File: src/rtl/instr_fetch_unit.sv
// Instruction fetch unit for the RISC-16 multi-cycle core. It holds the PC and the IR, and runs
// a req/ack read handshake to instruction memory. Stale returns after a redirect are discarded.
module instr_fetch_unit #(
  parameter int                ADDR_W   = 8,
  parameter logic [ADDR_W-1:0] RESET_PC = '0
) (
  input  logic              clk,
  input  logic              reset,
  input  logic              pc_en,
  input  logic              jmp,
  output logic              imem_req,
  output logic [ADDR_W-1:0] imem_addr,
  input  logic [15:0]       imem_rdata,
  input  logic              imem_ack,
  output logic [15:0]       instr,
  output logic [3:0]        opcode,
  output logic              ir_valid,
  output logic [ADDR_W-1:0] pc
);

  typedef enum logic [1:0] {
    F_IDLE,
    F_REQ,
    F_VALID
  } state_t;

  state_t            state, state_nxt;
  logic [ADDR_W-1:0] pc_nxt, pc_redir;
  logic [ADDR_W-1:0] fetch_addr, fetch_addr_nxt;
  logic [15:0]       instr_nxt;
  logic              ir_valid_nxt;
  logic              discard, discard_nxt;
  logic              redirect;

  assign redirect = jmp | pc_en;

  // jmp has priority over pc_en; the increment wraps naturally at the address width.
  assign pc_redir = jmp ? instr[ADDR_W-1:0] : pc + 1'b1;

  // NOTE: every variable gets a default before the case, so no path can infer a latch.
  always_comb begin
    state_nxt      = state;
    pc_nxt         = redirect ? pc_redir : pc;
    fetch_addr_nxt = fetch_addr;
    instr_nxt      = instr;
    ir_valid_nxt   = ir_valid;
    discard_nxt    = discard;

    case (state)
      F_IDLE: begin
        state_nxt      = F_REQ;
        fetch_addr_nxt = pc_nxt;
      end
      F_REQ: begin
        if (imem_ack) begin
          // The return is stale if the PC moved during the fetch, or moves on this very cycle.
          if (discard || redirect) begin
            discard_nxt    = 1'b0;
            fetch_addr_nxt = pc_nxt;
          end else begin
            instr_nxt    = imem_rdata;
            ir_valid_nxt = 1'b1;
            state_nxt    = F_VALID;
          end
        end else if (redirect) begin
          discard_nxt = 1'b1;
        end
      end
      F_VALID: begin
        if (redirect) begin
          ir_valid_nxt   = 1'b0;
          fetch_addr_nxt = pc_nxt;
          state_nxt      = F_REQ;
        end
      end
      default: state_nxt = F_IDLE;
    endcase
  end

  // NOTE: state registers use non-blocking assignments so every flop samples pre-edge values.
  always_ff @(posedge clk or negedge reset) begin
    if (!reset) begin
      state      <= F_IDLE;
      pc         <= RESET_PC;
      fetch_addr <= RESET_PC;
      instr      <= 16'h0000;
      ir_valid   <= 1'b0;
      discard    <= 1'b0;
    end else begin
      state      <= state_nxt;
      pc         <= pc_nxt;
      fetch_addr <= fetch_addr_nxt;
      instr      <= instr_nxt;
      ir_valid   <= ir_valid_nxt;
      discard    <= discard_nxt;
    end
  end

  assign imem_req  = (state == F_REQ);
  assign imem_addr = fetch_addr;
  assign opcode    = instr[15:12];

endmodule

File: config.mk
export PLATFORM = sky130hd
export DESIGN_NAME = instr_fetch_unit
export DESIGN_NICKNAME = d
export VERILOG_FILES = /design/src/rtl/instr_fetch_unit.sv
export SDC_FILE = /design/constraint.sdc
export NUM_CORES = 1
export LEC_CHECK = 0
export BUFFER_PORTS_ARGS = -buffer_cell sky130_fd_sc_hd__buf_2
export CORE_MARGIN = 3
export CORE_UTILIZATION = 45
export CTS_CLUSTER_SIZE = 30
export DETAILED_ROUTE_END_ITERATION = 12
export HOLD_SLACK_MARGIN = 0.08
export PLACE_DENSITY = 0.74
export RECOVER_POWER = 50
export SETUP_SLACK_MARGIN = 0.15
export SLEW_MARGIN = 20
export SYNTH_ARGS = -nofsm -noshare
export SYNTH_HDL_FRONTEND = slang
export SYNTH_SLANG_ARGS = --single-unit
File: constraint.sdc
create_clock -name clk -period 4.7 [get_ports clk]
set_clock_uncertainty 0.1 [all_clocks]
set_input_delay 1.41 -clock clk [delete_from_list [all_inputs] [get_ports clk]]
set_output_delay 1.41 -clock clk [all_outputs]
set_load 0.005 [all_outputs]
==> flow_summary.toml, run 1 <==
[layout]
area_growth_pct = 22.10
fin_util_pct = 57.51
regArea_um2 = 900.9
layout-drive-gt1-share_pct = 49.44
final_nets = 201
insertedDiodeCount = 0
multi_input_area_um2 = 605.6
nFillCells = 287

[clock_tree]
ctsHoldBuffers = 0
cts_buffers = 5
cts_tree = "built"
clkTransAtPathRegs_ns = 0.11
clk_latency_ns = 0.35
htree_levels = 2
cts_root_buffer = "clkbuf_4"
cts_resized = 0
cts_sinks = 36
clk_path_buf_depth = 2
post-cts-setup-buffer-count = 0

[power]
power_density_mw_per_mm2 = 535.8
clock_power_share_pct = 23.0
ir_drop_v = 0.0002417
swShare_pct = 29.37
power.share.sequential_pct = 47.4
total_power_w = 0.001044
switchingPower_w = 0.0003067
combPwrFrac_pct = 29.5
cellLeakagePower_nw = 0.9433
internal-power_w = 0.0007377

[drt]
ant_nets = 0
drc = 0
route.detailed.wl_per_inst_um = 14.41
avgViaCountPerCell = 4.982
routed_wl_um = 3256
num_vias = 1126
first_pass_iters = 6
drt_iter0_drc = 59

[critical_path]
crit_path_start_kind = "input pin"
worstRegToRegCells = 3
worstPathCellList = "clkbuf_1 -> nor3_1 -> nand3_1 -> mux2_2"
worstSetupPathType = "in2reg"
cpPeakStageDelay_ns = 0.67
worstPathRequired_ns = 4.82
path_max_fanout = 17
worstSetupEndpointType = "flop"
cp_slowest_cell = "nand3_1"
cp.arrival_ns = 3.18

[synth]
async_flop_share_pct = 100.0
yosys-top-cells-area = "dfrtp_1 56%, mux2_2 11%, mux2_4 7.5%"
syn_avg_cell_area_um2 = 13.09
synth_top_area_cell = "dfrtp_1"
netlist_area_mm2 = 0.001597
synth_flop_cell = "dfrtp_1"
synth_nets = 144
synthCells = 122
seq_area_frac_synth_pct = 56.43
ys_types = 30
yosysWarnings = 0
synth_edf_count = 0
netlist.area_leader.share_pct = 56.43
synth-seq-cells = 36

[timing]
hold_viol = 0
tns_ns = 0
relSlewSlack_pct = -23.00
whs_ns = 0.4153
slew_violations = 37
grt_setup_unrepaired = "no"
fin_crit_sh_pct = 64.96
min_period_ns = 3.053
max_freq_ghz = 0.3276
setup_viol = 0
worstMarginPinSlew_ns = 1.845

[worst_hold_path]
hold_depth = 1
worstHoldPathType = "reg2reg"

[floorplanning]
num_rows = 21
io_pins = 59
fp.dieH_um = 65.57
die_width_um = 65.57
die-area_mm2 = 0.004299
core_mm2 = 0.003390
start_util_pct = 47.10

[place]
place.gp.congestion = 0.7912
io_buffers = 58
hpwl_um = 2446

[status]
outcome = "finished with violations"
violations = "max-capacitance violations, max-slew violations"

[grt]
track_usage_pct = 16.67
grt_max_degree = 37
grt.overflow.total = 0
first_global_vias = 1103
grt_pass1_wl_um = 5278
antenna_found_initial = 0

[flow_run]
maxCapViolCount = 1
[worst max-delay path, delay by kind of cell]
family | cells | cell delay, ns
multiplexers | 1 | 0.52
buffers and inverters | 1 | 0.18
AND/OR/NAND/NOR | 2 | 1.07
[area by class of cell]
type	instances	share of cell area, %
Tap cell	46	2.953
Timing Repair Buffer	58	14.70
Clock buffer	7	3.338
Inverter	1	0.1926
Clock inverter	1	1.540
Sequential cell	36	46.21
Multi-Input combinational cell	77	31.07
[sequential cells by signal (all words and copies together), names as in the netlist]
register and flops:
state 2, discard 1, instr 16, ir_valid 1
pc 8, imem_addr 8
[cell usage after synthesis, drive strengths merged (2+ instances only)]
cell,instances
or2,2
or3,3
a31oi,3
buf,7
dfrtp,36
o21ai,9
xor2,3
nor2,4
mux2,24
nand2,10
a21oi,3
nand3,3
nand4,3
[per-layer routing]
layer	GRT usage, %	routed length, um	vias up
met5	0	0	-
met4	6.736	51	0
met3	5.983	265	6
met2	27.69	1683	47
met1	19.51	1255	536
li1	-	-	537
[final timing paths]
kind                                end     start  slack (ns)
max reg2reg                    instr[0]   discard        2.58
min in group asynchronous  imem_addr[0]     reset        1.46
min reg2reg                    instr[8]  instr[8]        0.42
max in group asynchronous     instr[14]     reset        1.98
max                            instr[0]     pc_en        1.65
min                            instr[8]  instr[8]        0.42
[placed cells by master, fill, tap and decap left out, types with 2 or more instances in the layout]
cell type	n
buf_2	55
dfrtp_1	36
mux2_2	16
nand2_1	10
o21ai_0	9
mux2_4	8
clkbuf_4	5
nor2_1	4
nand3_1	3
or3_1	3
a31oi_1	3
nand4_1	3
xor2_1	3
a21oi_1	3
clkbuf_1	3
clkbuf_8	2
[power groups by stage]
stage               registers, W  logic, W  clock network (W)
floorplan               0.000499  0.000172                  0
global placement        0.000496  0.000310                  0
detailed placement      0.000500  0.000319                  0
CTS                     0.000496  0.000319           0.000247
global route            0.000512  0.000339           0.000265
finish                  0.000495  0.000308           0.000241
[through the flow]
stage | setup WS, ns | area (um2) | instances
floorplan | 2.020 | 1597 | 122
global placement | 1.810 | 1881 | 218
detailed placement | 1.731 | 1881 | 218
CTS | 1.970 | 1976 | 226
global route | 1.469 | 1949 | 226
finish | 1.647 | 1949 | 226
[logic make-up (layout without fill, tap and decap cells)]
kind of cell	after synthesis	in the layout	synth area share [%]
flops	36	36	56.43
simple gates	29	29	10.11
mux	25	25	19.44
compound gates	18	18	6.818
buf+inv	9	67	4.232
xor+xnor	4	4	2.195
fa+ha+maj	1	1	0.7836
No activity file was read; power rests on OpenSTA's default activity.
==> run 2: changes to the inputs <==
- clock period: 4.7 -> 3.17 ns (I/O delays scaled with it)
==> run 2 against run 1 <==
The flow still finishes with violations (max-capacitance violations, max-slew violations). Utilization rose by 0.15 points. Power is 48% higher. Global-route usage stayed put. Critical path depth is 1 higher. Largest power group unchanged. Routed wire length hardly changed. Critical endpoint is now imem_addr[1]. Final cell count did not move. Setup slack worse by 0.86 ns.
==> flow_summary.toml, run 2 (same netlist as run 1, synthesis figures left out) <==
[layout]
layout_common_cells = "55 x buf_2, 36 x dfrtp_1, 16 x mux2_2"
nFillCells = 287
layout.cells.non_filler = 226
largest_register_ffs = 16
final_nets = 201
layout_commonest_cell = "buf_2"
layout-drive-gt1-share_pct = 50.00
largest_register = "instr"
area_growth_pct = 22.41
insertedDiodeCount = 0

[floorplanning]
die_width_um = 65.57
num_rows = 21
die-area_mm2 = 0.004299
start_util_pct = 47.10
fp.dieH_um = 65.57
io_pins = 59
core_mm2 = 0.003390

[place]
placed_cells = 218
hpwl_um = 2446
place.gp.congestion = 0.7912
io_buffers = 58

[timing]
relSlewSlack_pct = -23.09
fin_crit_sh_pct = 75.14
max_freq_ghz = 0.4198
hold_viol = 0
min_period_ns = 2.382
tns_ns = 0
grt_setup_unrepaired = "no"
worstMarginPinSlew_ns = 1.846
setup_viol = 0
slew_violations = 37

[clock_tree]
cts_buffers = 5
post-cts-setup-buffer-count = 0
cts_root_buffer = "clkbuf_4"
clk_latency_ns = 0.34
clk_path_buf_depth = 2
cts_tree = "built"
clkTransAtPathRegs_ns = 0.11
ctsHoldBuffers = 0
cts_sinks = 36
cts_resized = 0
htree_levels = 2

[drt]
first_pass_iters = 4
drc = 0
routed_wl_um = 3259
drt_iter0_drc = 68
route.detailed.wl_per_inst_um = 14.42
num_vias = 1138
avgViaCountPerCell = 5.035
ant_nets = 0

[critical_path]
path_max_fanout = 9
worstSetupEndpointType = "flop"
path_delay_family = "simple AND/OR/NAND/NOR gates"
cp_slowest_cell = "nor3_1"
worstSetupPathType = "in2reg"
crit_path_start_kind = "input pin"
critPathBufInv = 1
worstPathCellList = "clkbuf_1 -> nor3_1 -> nor3b_1 -> or2_1 -> mux2_4"
cpPeakStageDelay_ns = 0.45
worstPathRequired_ns = 3.30
cp.arrival_ns = 2.51

[status]
outcome = "finished with violations"
violations = "max-capacitance violations, max-slew violations"

[power]
ir_drop_v = 0.0003582
power_density_mw_per_mm2 = 792.8
cellLeakagePower_nw = 0.9438

[flow_run]
maxCapViolCount = 1

[grt]
grt_max_degree = 37
grt_pass1_wl_um = 5278
antenna_found_initial = 0
grt.overflow.total = 0
track_usage_pct = 16.67
first_global_vias = 1103

[worst_hold_path]
worstHoldPathType = "reg2reg"
-- run 2: cell counts in the layout (fill, tap and decap cells not counted) --
No cell type changed its count.
-- run 2: per-stage QoR --
step / util, % / hold slack, ns / setup WS, ns / power [W] / instance area (um2)
floorplan: - / 0.3837 / 0.9491 / 0.0009941 / 1597
global placement: 55.48 / 0.3869 / 0.7388 / 0.001195 / 1881
detailed placement: 55.48 / 0.3923 / 0.6603 / 0.001214 / 1881
CTS: 58.29 / 0.4221 / 0.8990 / 0.001575 / 1976
global route: 57.66 / 0.4367 / 0.5466 / 0.001656 / 1954
finish: 57.66 / 0.4149 / 0.7881 / 0.001549 / 1954
-- run 2: layer usage --
metal	wire, um	vias to the layer above	GRT usage, %
met5	0	-	0
met4	51	0	6.736
met3	251	6	5.983
met2	1697	48	27.69
met1	1258	546	19.51
li1	-	538	-
-- run 2: power breakdown --
group          total, W  internal [W]  switching, W  leakage [nW]
logic          0.000458      0.000272      0.000186         0.464
clock network  0.000356      0.000209      0.000147        0.0515
registers      0.000735      0.000613      0.000122         0.428
-- run 2: path summary, 6_finish.rpt --
path,from,end,slack [ns],depth (start not counted)
max in group asynchronous,reset,instr[14],0.91,1
min,instr[8],instr[8],0.41,1
min in group asynchronous,reset,imem_addr[0],1.00,1
max,pc_en,imem_addr[1],0.79,5
max reg2reg,discard,imem_addr[1],1.26,4
min reg2reg,instr[8],instr[8],0.41,1
-- run 2: layout make-up --
class | instances | area (um2) | area share, %
well taps | 46 | 57.56 | 2.945
multi-input cells | 77 | 610.6 | 31.24
clock buffers | 7 | 65.06 | 3.329
flip-flops and latches | 36 | 900.9 | 46.09
clock inverters | 1 | 30.03 | 1.536
inverters | 1 | 3.754 | 0.1921
repair buffers | 58 | 286.5 | 14.66
